$ cat src/rtl/fb_port_arbiter.sv
// Two-requester arbiter onto one shared framebuffer port, with in-order read-response routing.
// Latency: commands pass through combinationally (0 cycles); read data returns 1 cycle after s_rvalid.
// Backpressure: s_ready stalls the winner; reads hold off while MAX_OUT reads are outstanding; writes never wait on that.
// Build option: define FB_ARB_FIXED_PRIO_EN for fixed m0-first priority (default is round-robin).

// Generic synchronous FIFO with asynchronous clear; DEPTH must be a power of two.
module fb_fifo #(
  parameter int W     = 1,
  parameter int DEPTH = 4
) (
  input  logic         clk,
  input  logic         rst,
  input  logic         push,
  input  logic [W-1:0] push_dat,
  input  logic         pop,
  output logic [W-1:0] pop_dat,
  output logic         full,
  output logic         empty
);
  localparam int PW = (DEPTH > 1) ? $clog2(DEPTH) : 1;

  logic [W-1:0]  mem [DEPTH];
  logic [PW-1:0] wr_ptr;
  logic [PW-1:0] rd_ptr;
  logic [PW:0]   count;
  logic          push_ok;
  logic          pop_ok;

  assign full    = (count == (PW+1)'(DEPTH));
  assign empty   = (count == '0);
  assign push_ok = push && !full;
  assign pop_ok  = pop && !empty;
  assign pop_dat = mem[rd_ptr];

  // Pointers wrap naturally at the power-of-two depth; push+pop together leaves count unchanged.
  always_ff @(posedge clk or posedge rst) begin
    if (rst) begin
      wr_ptr <= '0;
      rd_ptr <= '0;
      count  <= '0;
    end else begin
      if (push_ok) wr_ptr <= wr_ptr + 1'b1;
      if (pop_ok)  rd_ptr <= rd_ptr + 1'b1;
      case ({push_ok, pop_ok})
        2'b10:   count <= count + 1'b1;
        2'b01:   count <= count - 1'b1;
        default: count <= count;
      endcase
    end
  end

  // Storage needs no reset: entries are only read after being written.
  always_ff @(posedge clk) begin
    if (push_ok) mem[wr_ptr] <= push_dat;
  end
endmodule

module fb_port_arbiter #(
  parameter int AW      = 24,
  parameter int DW      = 16,
  parameter int MAX_OUT = 4
) (
  input  logic          clk,
  input  logic          reset,
  input  logic          m0_req,
  input  logic          m0_we,
  input  logic [AW-1:0] m0_addr,
  input  logic [DW-1:0] m0_wdata,
  output logic          m0_gnt,
  output logic          m0_rvalid,
  output logic [DW-1:0] m0_rdata,
  input  logic          m1_req,
  input  logic          m1_we,
  input  logic [AW-1:0] m1_addr,
  input  logic [DW-1:0] m1_wdata,
  output logic          m1_gnt,
  output logic          m1_rvalid,
  output logic [DW-1:0] m1_rdata,
  output logic          s_req,
  output logic          s_we,
  output logic [AW-1:0] s_addr,
  output logic [DW-1:0] s_wdata,
  input  logic          s_ready,
  input  logic          s_rvalid,
  input  logic [DW-1:0] s_rdata,
  output logic          err
);
  logic elig0;
  logic elig1;
  logic win_id;
  logic win_vld;
  logic xfer;
  logic tag_push;
  logic tag_pop;
  logic tag_full;
  logic tag_empty;
  logic tag_id;

  // Reads need a free tag slot; writes never wait on it. A full FIFO blocks reads even if it pops this cycle.
  assign elig0   = m0_req && (m0_we || !tag_full);
  assign elig1   = m1_req && (m1_we || !tag_full);
  assign win_vld = (elig0 || elig1) && !reset;
  assign xfer    = win_vld && s_ready;

`ifdef FB_ARB_FIXED_PRIO_EN
  // Display scan always wins when it can go.
  always_comb begin
    win_id = 1'b0;
    if (!elig0 && elig1) win_id = 1'b1;
  end
`else
  logic last_grant;

  // On a tie the requester that did not win last time goes; otherwise the only eligible one.
  always_comb begin
    win_id = 1'b0;
    if (elig0 && elig1) win_id = !last_grant;
    else if (elig1)     win_id = 1'b1;
  end

  // Remember who completed the last transfer; reset value 1 hands the first tie to m0.
  always_ff @(posedge clk or posedge reset) begin
    if (reset)     last_grant <= 1'b1;
    else if (xfer) last_grant <= win_id;
  end
`endif

  // Forward the winner's command; everything is held at zero while in reset.
  always_comb begin
    s_req   = win_vld;
    s_we    = 1'b0;
    s_addr  = '0;
    s_wdata = '0;
    if (!reset) begin
      s_we    = win_id ? m1_we    : m0_we;
      s_addr  = win_id ? m1_addr  : m0_addr;
      s_wdata = win_id ? m1_wdata : m0_wdata;
    end
  end

  assign m0_gnt   = xfer && !win_id;
  assign m1_gnt   = xfer && win_id;
  assign tag_push = xfer && !s_we;
  assign tag_pop  = s_rvalid;

  fb_fifo #(
    .W     (1),
    .DEPTH (MAX_OUT)
  ) u_tag_fifo (
    .clk      (clk),
    .rst      (reset),
    .push     (tag_push),
    .push_dat (win_id),
    .pop      (tag_pop),
    .pop_dat  (tag_id),
    .full     (tag_full),
    .empty    (tag_empty)
  );

  // Route each response to the requester at the head of the tag FIFO; orphan responses raise sticky err.
  always_ff @(posedge clk or posedge reset) begin
    if (reset) begin
      m0_rvalid <= 1'b0;
      m1_rvalid <= 1'b0;
      m0_rdata  <= '0;
      m1_rdata  <= '0;
      err       <= 1'b0;
    end else begin
      m0_rvalid <= s_rvalid && !tag_empty && !tag_id;
      m1_rvalid <= s_rvalid && !tag_empty && tag_id;
      if (s_rvalid && !tag_empty && !tag_id) m0_rdata <= s_rdata;
      if (s_rvalid && !tag_empty && tag_id)  m1_rdata <= s_rdata;
      if (s_rvalid && tag_empty)             err      <= 1'b1;
    end
  end
endmodule
$ cat config.mk
export PLATFORM = sky130hd
export DESIGN_NAME = fb_port_arbiter
export DESIGN_NICKNAME = d
export VERILOG_FILES = /design/src/rtl/fb_port_arbiter.sv
export SDC_FILE = /design/constraint.sdc
export NUM_CORES = 1
export LEC_CHECK = 0
export ABC_AREA = 1
export CORE_ASPECT_RATIO = 1.25
export CORE_MARGIN = 4
export CORE_UTILIZATION = 30
export CTS_CLUSTER_SIZE = 14
export DETAILED_ROUTE_END_ITERATION = 16
export GPL_TIMING_DRIVEN = 1
export PLACE_DENSITY_LB_ADDON = 0.12
export SLEW_MARGIN = 0
export SYNTH_ARGS = -nofsm -noshare
export SYNTH_HDL_FRONTEND = slang
export SYNTH_SLANG_ARGS = --single-unit
$ cat constraint.sdc
create_clock -name clk -period 3.9 [get_ports clk]
set_input_delay 0.585 -clock clk [delete_from_list [all_inputs] [get_ports clk]]
set_output_delay 0.585 -clock clk [all_outputs]
set_load 0.005 [all_outputs]
* Word-level counts from Yosys, hierarchy flattened *
Memory sizes are Yosys's and may differ from the RTL's.
Cells that the tools add are included.

word-level totals
  output and inout bits = 79
  flip-flop bits (word level) = 43
  bits in writable memories = 4
  memories = 1

memories
  name            words  bits a word  rd ports  clocked after memory_dff  wr ports  RTL line  text
  u_tag_fifo.mem  4      1            1         0                         1         22        logic [W-1:0] mem [DEPTH];

operators by class
  muxes and demuxes = 11
  reduce and logical (&&, ||, !) cells = 25
  equality and inequality tests = 3
  add/subtract/negate cells = 4

operators by type and width
  kind                 number
  $mux 24              2
  $mux 16              2
  $logic_and 1x1->1    13
  $logic_not 1->1      7
  $mux 1               6
  $pmux 3 s2           1
  $add 2x1->2 const B  2
  $add 3x1->3 const B  1
  $eq 3x3->1 const B   1
  $logic_not 3->1      1
  $logic_or 1x1->1     3
  $sub 3x1->3 const B  1
  $eq 2x1->1 const B   1
  $eq 2x2->1 const B   1
  $reduce_bool 2->1    1

* Logic depth before layout (Yosys ltp) *
Gate-level depths: netlist (run 1).

  word-level depth = 13
  gate-level depth with buffers = 15

* Modules after synthesis *
A second synthesis (run 1) with hierarchy kept.

second synthesis, totals
  cell total of the unflattened synthesis = 359
  area, all modules = 2723.9 µm²

modules (own cells, without submodules)
  module           cells each  area each (µm²)  instances
  fb_port_arbiter  285         2050.7           1
  fb_fifo          74          673.1            1

* Least setup slack after synthesis (run 1) *
OpenSTA, ideal clock, no wires.

  path type = input port to output port
  start point = input reset
  end point = output s_addr[10]
  stages = 4
  path slack = 0.714 ns
  buffers on the path = 1
  data required time = 3.315 ns
  arrival time = 2.601 ns
  cells stage by stage = inv_1 > clkbuf_1 > o21ai_0 > nor2_1

between the ends
  longest elaborated chain between the ends = 1

ends and longest elaborated chain
  what                RTL line  text
  start: declaration  64        input logic reset,
  $mux 24             134       if (!reset) begin
  end: declaration    81        output logic [AW-1:0] s_addr,

No other way between the ends.

* Worst setup path in the final report (run 1) *
  start point = input m0_we
  end point = output s_wdata[1]

between the ends
  longest elaborated chain between the ends = 6

ends and longest elaborated chain
  what                RTL line  text
  start: declaration  66        input logic m0_we,
  $logic_or 1x1->1    100       assign elig0 = m0_req && (m0_we || !tag_full);
  $logic_and 1x1->1   100
  $logic_and 1x1->1   117       if (elig0 && elig1) win_id = !last_grant;
  $mux 1              117
  $mux 16             137       s_wdata = win_id ? m1_wdata : m0_wdata;
  $mux 16             134
  end: declaration    82        output logic [DW-1:0] s_wdata,

No other way between the ends.

==> metrics, run 1 <==
grt ovf=0; Slowest-stage cell, CP=clkdlybuf4s50_1; static leakage=just over 2 nW; Worst EP arrival=2.63 ns; outcome=completed; vias per inst=4.35; Fin Setup TNS=0 ns; Ports=183; die area=roughly 10000 um2; commonest non-fill, non-tap cell in the layout=clkdlybuf4s50_1; width of the die=92.0 um; routed length on met2=between 3 and 4 mm; post-route cell area=4640 um2; FF-to-FF path depth=13; first-pass GRT wire length=between 10 and 15 mm; Sequential Power Share=0.346; Req. time, crit path=3.31 ns; Bufs and invs on worst path=4; Final Cycle Share=0.823; Main synth FF type=dfrtp_1; Setup WS post-layout=around 0.69 ns; starting density of the core=0.306; syn nets=roughly 450; Setup violations, final=0; routed metal-1 wire length=between 3 and 4 mm; unrepaired setup endpoints after global routing=false; layout cells sized above 1=0.0716; nets=about 630; Post-CTS Hold Buffers=0; fmax=approximately 0.31 GHz; Max-Cap Viols=0; final hold slack=0.472 ns; CTS max path bufs=2; DRT Pass-1 Iters=4; Fillers=approximately 880; commonest non-fill, non-tap cells in the layout=clkdlybuf4s50_1 (182), nor2_1 (89), o21ai_0 (61); clock network power share=0.160; net switching power=a little over 0.8 mW; mean post-synth cell area=around 7.7 um2; Synth cell types=30; Critical Path Start=m0_we; Post-CTS Resized=0; post-synthesis sequential area ratio=0.452; routed len/inst=about 13 um; num rows=38; number of setup buffers added after CTS=0; number of global-route vias before repair=2849; CTS H-tree lvls=2; CP endpoint=s_wdata[1]; via count=around 2800; Buffers on Ports=between 150 and 200; routed wire length=between 8 and 9 mm; Levels on crit path=9; internal power=1.60 mW; Setup CP Type=in -> out; Final Hold Vio Count=0; critical-path cell list=clkdlybuf4s50_1, inv_1, nand3_2, nand3_2, nand2_8, inv_4, nor2_1, nor2_1, clkdlybuf4s50_1; crit path max fanout=45; Worst IR Drop VDD=approximately 180 uV; launch point of the worst reg-to-reg path=u_tag_fifo.count[0]$_DFFE_PP0P_; clock skew=0.00748 ns; Mapped Area=2650 um2; largest area contributor in the synthesized netlist=dfrtp_1; CP Launch Type=primary input; Reg clk slew, reported paths=around 0.08 ns; wire length on met3=916 um; largest net degree at the start of global routing=46; CP max stage delay=0.54 ns; post-route ant nets=0; pre-CTS WS=~0.65 ns; Critical Path End Type=output port; drc violations=0; Total Routing Usage GR=0.155; DR iter-0 viols=76; Hold Path Class=reg -> reg; Syn Inst Count=343; Cell Area, Placed=between 4000 and 5000 um2; CP top delay family=buffers and inverters; pwr/cell area=about 520 nW/um2; Reg-to-Reg End=u_tag_fifo.count[2]$_DFFE_PP0P_; Worst-Skew Late Latency=0.30 ns; EDFF count, synth=4; Core ar.=8650 um2; DIE HEIGHT=~110 um; Switching Share=0.340; Yosys top cell area share=0.397; top layer reached by signal wires=met4; CTS sink cnt=between 40 and 50; Final min period=~3.2 ns; Gate power share=0.494; root buf cell=clkbuf_8; CTS tree=built; largest cells by area after synthesis=dfrtp_1 (40%), nor2_1 (13%), o21ai_0 (12%); Slew @ Worst Pin=0.563 ns; Yosys reg bits=47; CTS Buf Count=5; Slew Limit Headroom=0.624; GP Congestion=about 0.73; post-DP HPWL=6.46 mm; async set-reset flop share out of synthesis=0.915; Ys Warns=0; ant diodes=0; FF-to-FF setup slack=between 1 and 1.5 ns; fin. max-slew vios=0; antenna violations before repair=0; Area Overhead vs Synth=75.3%
[Yosys cell counts, types with 4 or more instances]
library cell  instances
inv_2                 5
nor2_1               89
buf_2                 6
nand2_1              47
o21ai_2               6
edfxtp_1              4
o21ai_1               8
o21ai_0              61
clkbuf_1              4
nand2_2               5
nand3_1               4
inv_1                32
dfrtp_1              42
ha_1                  5
buf_6                 5
[metrics by stage]
| step | total power [mW] | utilization | cells |
|---|---|---|---|
| 3_5_place_dp | 2.08 | 0.522 | 629 |
| 4_1_cts | 2.47 | 0.536 | 637 |
| 3_3_place_gp | 2.05 | 0.522 | 629 |
| 2_1_floorplan | 1.43 | - | 343 |
| 5_1_grt | 2.64 | 0.536 | 637 |
| 6_report | 2.43 | 0.536 | 637 |
[flip-flops by register name, summed over array words and instances (netlist names)]
| name | cells |
|---|---|
| m1_rdata | 16 |
| last_grant | 1 |
| u_tag_fifo.mem | 4 |
| m0_rvalid | 1 |
| u_tag_fifo.count | 3 |
| m0_rdata | 16 |
| u_tag_fifo.wr_ptr | 2 |
| err | 1 |
| u_tag_fifo.rd_ptr | 2 |
| m1_rvalid | 1 |
[how the worst min path moves through the flow]
stage / startpoint / end / slack (ns) / depth (start not counted)
floorplan: u_tag_fifo.rd_ptr[1]$_DFFE_PP0P_ / u_tag_fifo.rd_ptr[1]$_DFFE_PP0P_ / 0.46 / 1
global placement: err$_DFFE_PP0P_ / err$_DFFE_PP0P_ / 0.46 / 1
detailed placement: err$_DFFE_PP0P_ / err$_DFFE_PP0P_ / 0.46 / 1
CTS: err$_DFFE_PP0P_ / err$_DFFE_PP0P_ / 0.48 / 1
global route: m1_rdata[1]$_DFFE_PP0P_ / m1_rdata[1]$_DFFE_PP0P_ / 0.52 / 2
finish: err$_DFFE_PP0P_ / err$_DFFE_PP0P_ / 0.47 / 1
[logic make-up (layout without fill, tap and decap cells)]
logic type / Yosys count / in the layout / share of synthesized area
xor gates and xnor gates: 3 / 3 / 0.00993
AOI/OAI and AO/OA: 78 / 78 / 0.157
and+or+nand+nor: 153 / 153 / 0.249
buffers and inverters: 56 / 230 / 0.101
adders and majority gates: 6 / 6 / 0.0312
DFF: 47 / 47 / 0.452
[cell type report]
type / count / area, um2 / share of cell area
inverter: 38 / 145 / 0.0313
clock inverter: 1 / 30.0 / 0.00647
multi-input combinational: 240 / 1180 / 0.255
sequential: 47 / 1200 / 0.258
tap: 120 / 150 / 0.0324
clock buffer: 7 / 97.6 / 0.0210
timing repair buffer: 184 / 1840 / 0.396
[metal layers]
layer / vias to the layer above / global-route usage
li1: 1419 / -
met1: 1212 / 0.164
met2: 130 / 0.276
met3: 10 / 0.0698
met4: 0 / 0.0476
met5: - / 0
[power by group through the flow]
stage	Clock, mW	Sequential, mW	Combinational, mW
2_1_floorplan	0	0.854	0.575
3_3_place_gp	0	0.846	1.20
3_5_place_dp	0	0.854	1.23
4_1_cts	0.397	0.846	1.23
5_1_grt	0.417	0.874	1.35
6_report	0.389	0.841	1.20
(Power assumes the default switching activity.)
==> run 2, diff against run 1 <==
Clock period 3.9 ns to 2.9 ns, I/O delays scaled along.
==> metrics, run 2 (synthesis gave the netlist of run 1 again) <==
Hold Path Class=reg -> reg; Critical Path End Type=output port; routed wire length=8.27 mm (+1.3%); vias per inst=4.32 (-0.68%); Req. time, crit path=2.47 ns (-0.84 ns); Final Hold Vio Count=0 (unchanged); starting density of the core=0.306 (unchanged); CP top delay family=buffers and inverters; GP Congestion=0.773 (+5.5%); CP Launch Type=primary input; Post-CTS Hold Buffers=0 (unchanged); Final min period=about 2.7 ns; final hold slack=0.474 ns (+0.00206 ns); Fin Setup TNS=0 ns (unchanged); Slew @ Worst Pin=0.568 ns (+0.00484 ns); critical-path cell list=clkdlybuf4s50_1, inv_1, nand3_2, nand3_2, nand2_8, inv_4, buf_4, nor2_1, nor2_1, clkdlybuf4s50_1; width of the die=92.0 um (unchanged); FF-to-FF path depth=13 (unchanged); commonest non-fill, non-tap cells in the layout=clkdlybuf4s50_1 (182), nor2_1 (89), o21ai_0 (61); Ports=183 (unchanged); DRT Pass-1 Iters=5 (+1); CTS tree=built; first-pass GRT wire length=13.2 mm (-0.20%); routed metal-1 wire length=3.25 mm (+4.3%); nets=632 (+0.96%); antenna violations before repair=0 (unchanged); num rows=38 (unchanged); Top Registers=m0_rdata x16, m1_rdata x16, u_tag_fifo.mem x4; CP max stage delay=0.53 ns (about the same); drc violations=0 (unchanged); PnR Total Power=3.28 mW (+35%); CTS max path bufs=2 (unchanged); Setup CP Type=in -> out; launch point of the worst reg-to-reg path=u_tag_fifo.count[0]$_DFFE_PP0P_; Critical Path Start=m0_we; ant diodes=0 (unchanged); number of setup buffers added after CTS=0 (unchanged); Placed Instances=635 (+0.95%); CTS Buf Count=5 (unchanged); Buffers on Ports=182 (unchanged); Slew Limit Headroom=0.621 (-0.00323); top layer reached by signal wires=met4; fmax=between 0.3 and 0.4 GHz; Setup violations, final=0 (unchanged); crit path max fanout=18 (-60%); Max-Cap Viols=0 (unchanged); largest net degree at the start of global routing=34 (-26%); DIE HEIGHT=113 um (unchanged); pwr/cell area=700 nW/um2 (+34%); Post-CTS Resized=0 (unchanged); Bufs and invs on worst path=5 (+1); routed length on met2=3.96 mm (-0.65%); via count=2778 (+0.25%); outcome=completed; static leakage=2.06 nW (+1.4%); Area Overhead vs Synth=76.9%; grt ovf=0 (unchanged); post-DP HPWL=6.67 mm (+3.3%); Reg clk slew, reported paths=0.09 ns (about the same); routed len/inst=12.9 um (+0.35%); unrepaired setup endpoints after global routing=false; hold path startpoint=err$_DFFE_PP0P_; post-route ant nets=0 (unchanged); fin. max-slew vios=0 (unchanged); DR iter-0 viols=92 (+21%); clock skew=0.00704 ns (-0.000435 ns); layout cells sized above 1=0.0841 (+0.0126); Worst EP arrival=2.31 ns (-0.32 ns); Slowest-stage cell, CP=clkdlybuf4s50_1; number of global-route vias before repair=2840 (-0.32%); commonest non-fill, non-tap cell in the layout=clkdlybuf4s50_1; final std cells w/o fill=643 (+0.94%); root buf cell=clkbuf_8; Worst-Skew Late Latency=0.29 ns (about the same); Core ar.=8650 um2 (unchanged); worst hold path cell count=1 (unchanged); CTS sink cnt=47 (unchanged); wire length on met3=888 um (-3.1%); Worst IR Drop VDD=221 uV (+23%); Levels on crit path=10 (+1); die area=10400 um2 (unchanged); Final Cycle Share=0.946; Total Routing Usage GR=0.155 (-0.000386); CTS H-tree lvls=2 (unchanged)
run 2: cell count changes in the layout (fill, tap and decap cells not counted):
| cell | before | now |
|---|---|---|
| inv_6 | 0 | 1 |
| clkbuf_16 | 1 | 0 |
| clkbuf_1 | 1 | 0 |
| buf_4 | 2 | 7 |
| buf_12 | 0 | 1 |
| inv_4 | 1 | 2 |
run 2: final timing paths:
| check | slack (ns) | to |
|---|---|---|
| hold / removal | 0.47 | err$_DFFE_PP0P_ |
| hold reg to reg | 0.47 | err$_DFFE_PP0P_ |
| setup reg to reg | 0.48 | u_tag_fifo.count[2]$_DFFE_PP0P_ |
| max in group asynchronous | 1.73 | last_grant$_DFFE_PP1N_ |
| min in group asynchronous | 0.89 | u_tag_fifo.count[1]$_DFFE_PP0P_ |
| setup / recovery | 0.16 | s_addr[6] |
run 2: cell type report:
type	instances	area [um2]
Clock buffer	5	68.8
Clock inverter	3	45.0
Fill cell	858	3970
Inverter	38	145
Multi-Input combinational cell	240	1180
Sequential cell	47	1200
Tap cell	120	150
Timing Repair Buffer	190	1890
run 2: report_power, final:
part | internal (mW) | total (mW) | switching (mW)
registers | 0.958 | 1.13 | 0.173
clock network | 0.261 | 0.488 | 0.227
logic | 0.919 | 1.66 | 0.741
run 2: per-layer routing:
layer / vias to the layer above / track usage
li1: 1429 / -
met2: 133 / 0.266
met3: 12 / 0.0658
met5: - / 0
met1: 1204 / 0.171
met4: 0 / 0.0535
run 2: per-stage QoR:
step                setup WS, ns  utilization  instance area, um2
finish                     0.155        0.541                4680
global route              0.0130        0.541                4680
CTS                        0.125        0.541                4680
detailed placement         0.145        0.528                4570
global placement           0.198        0.528                4570
floorplan                 0.0141            -                2650
run 2: worst register-to-register path: cells and delay by family (launching register included):
family,cells,cell delay (ns)
fa+ha+maj,2,0.54
flops,1,0.44
simple gates,7,0.85
buf+inv,1,0.07
compound gates,2,0.25
xor+xnor,1,0.15
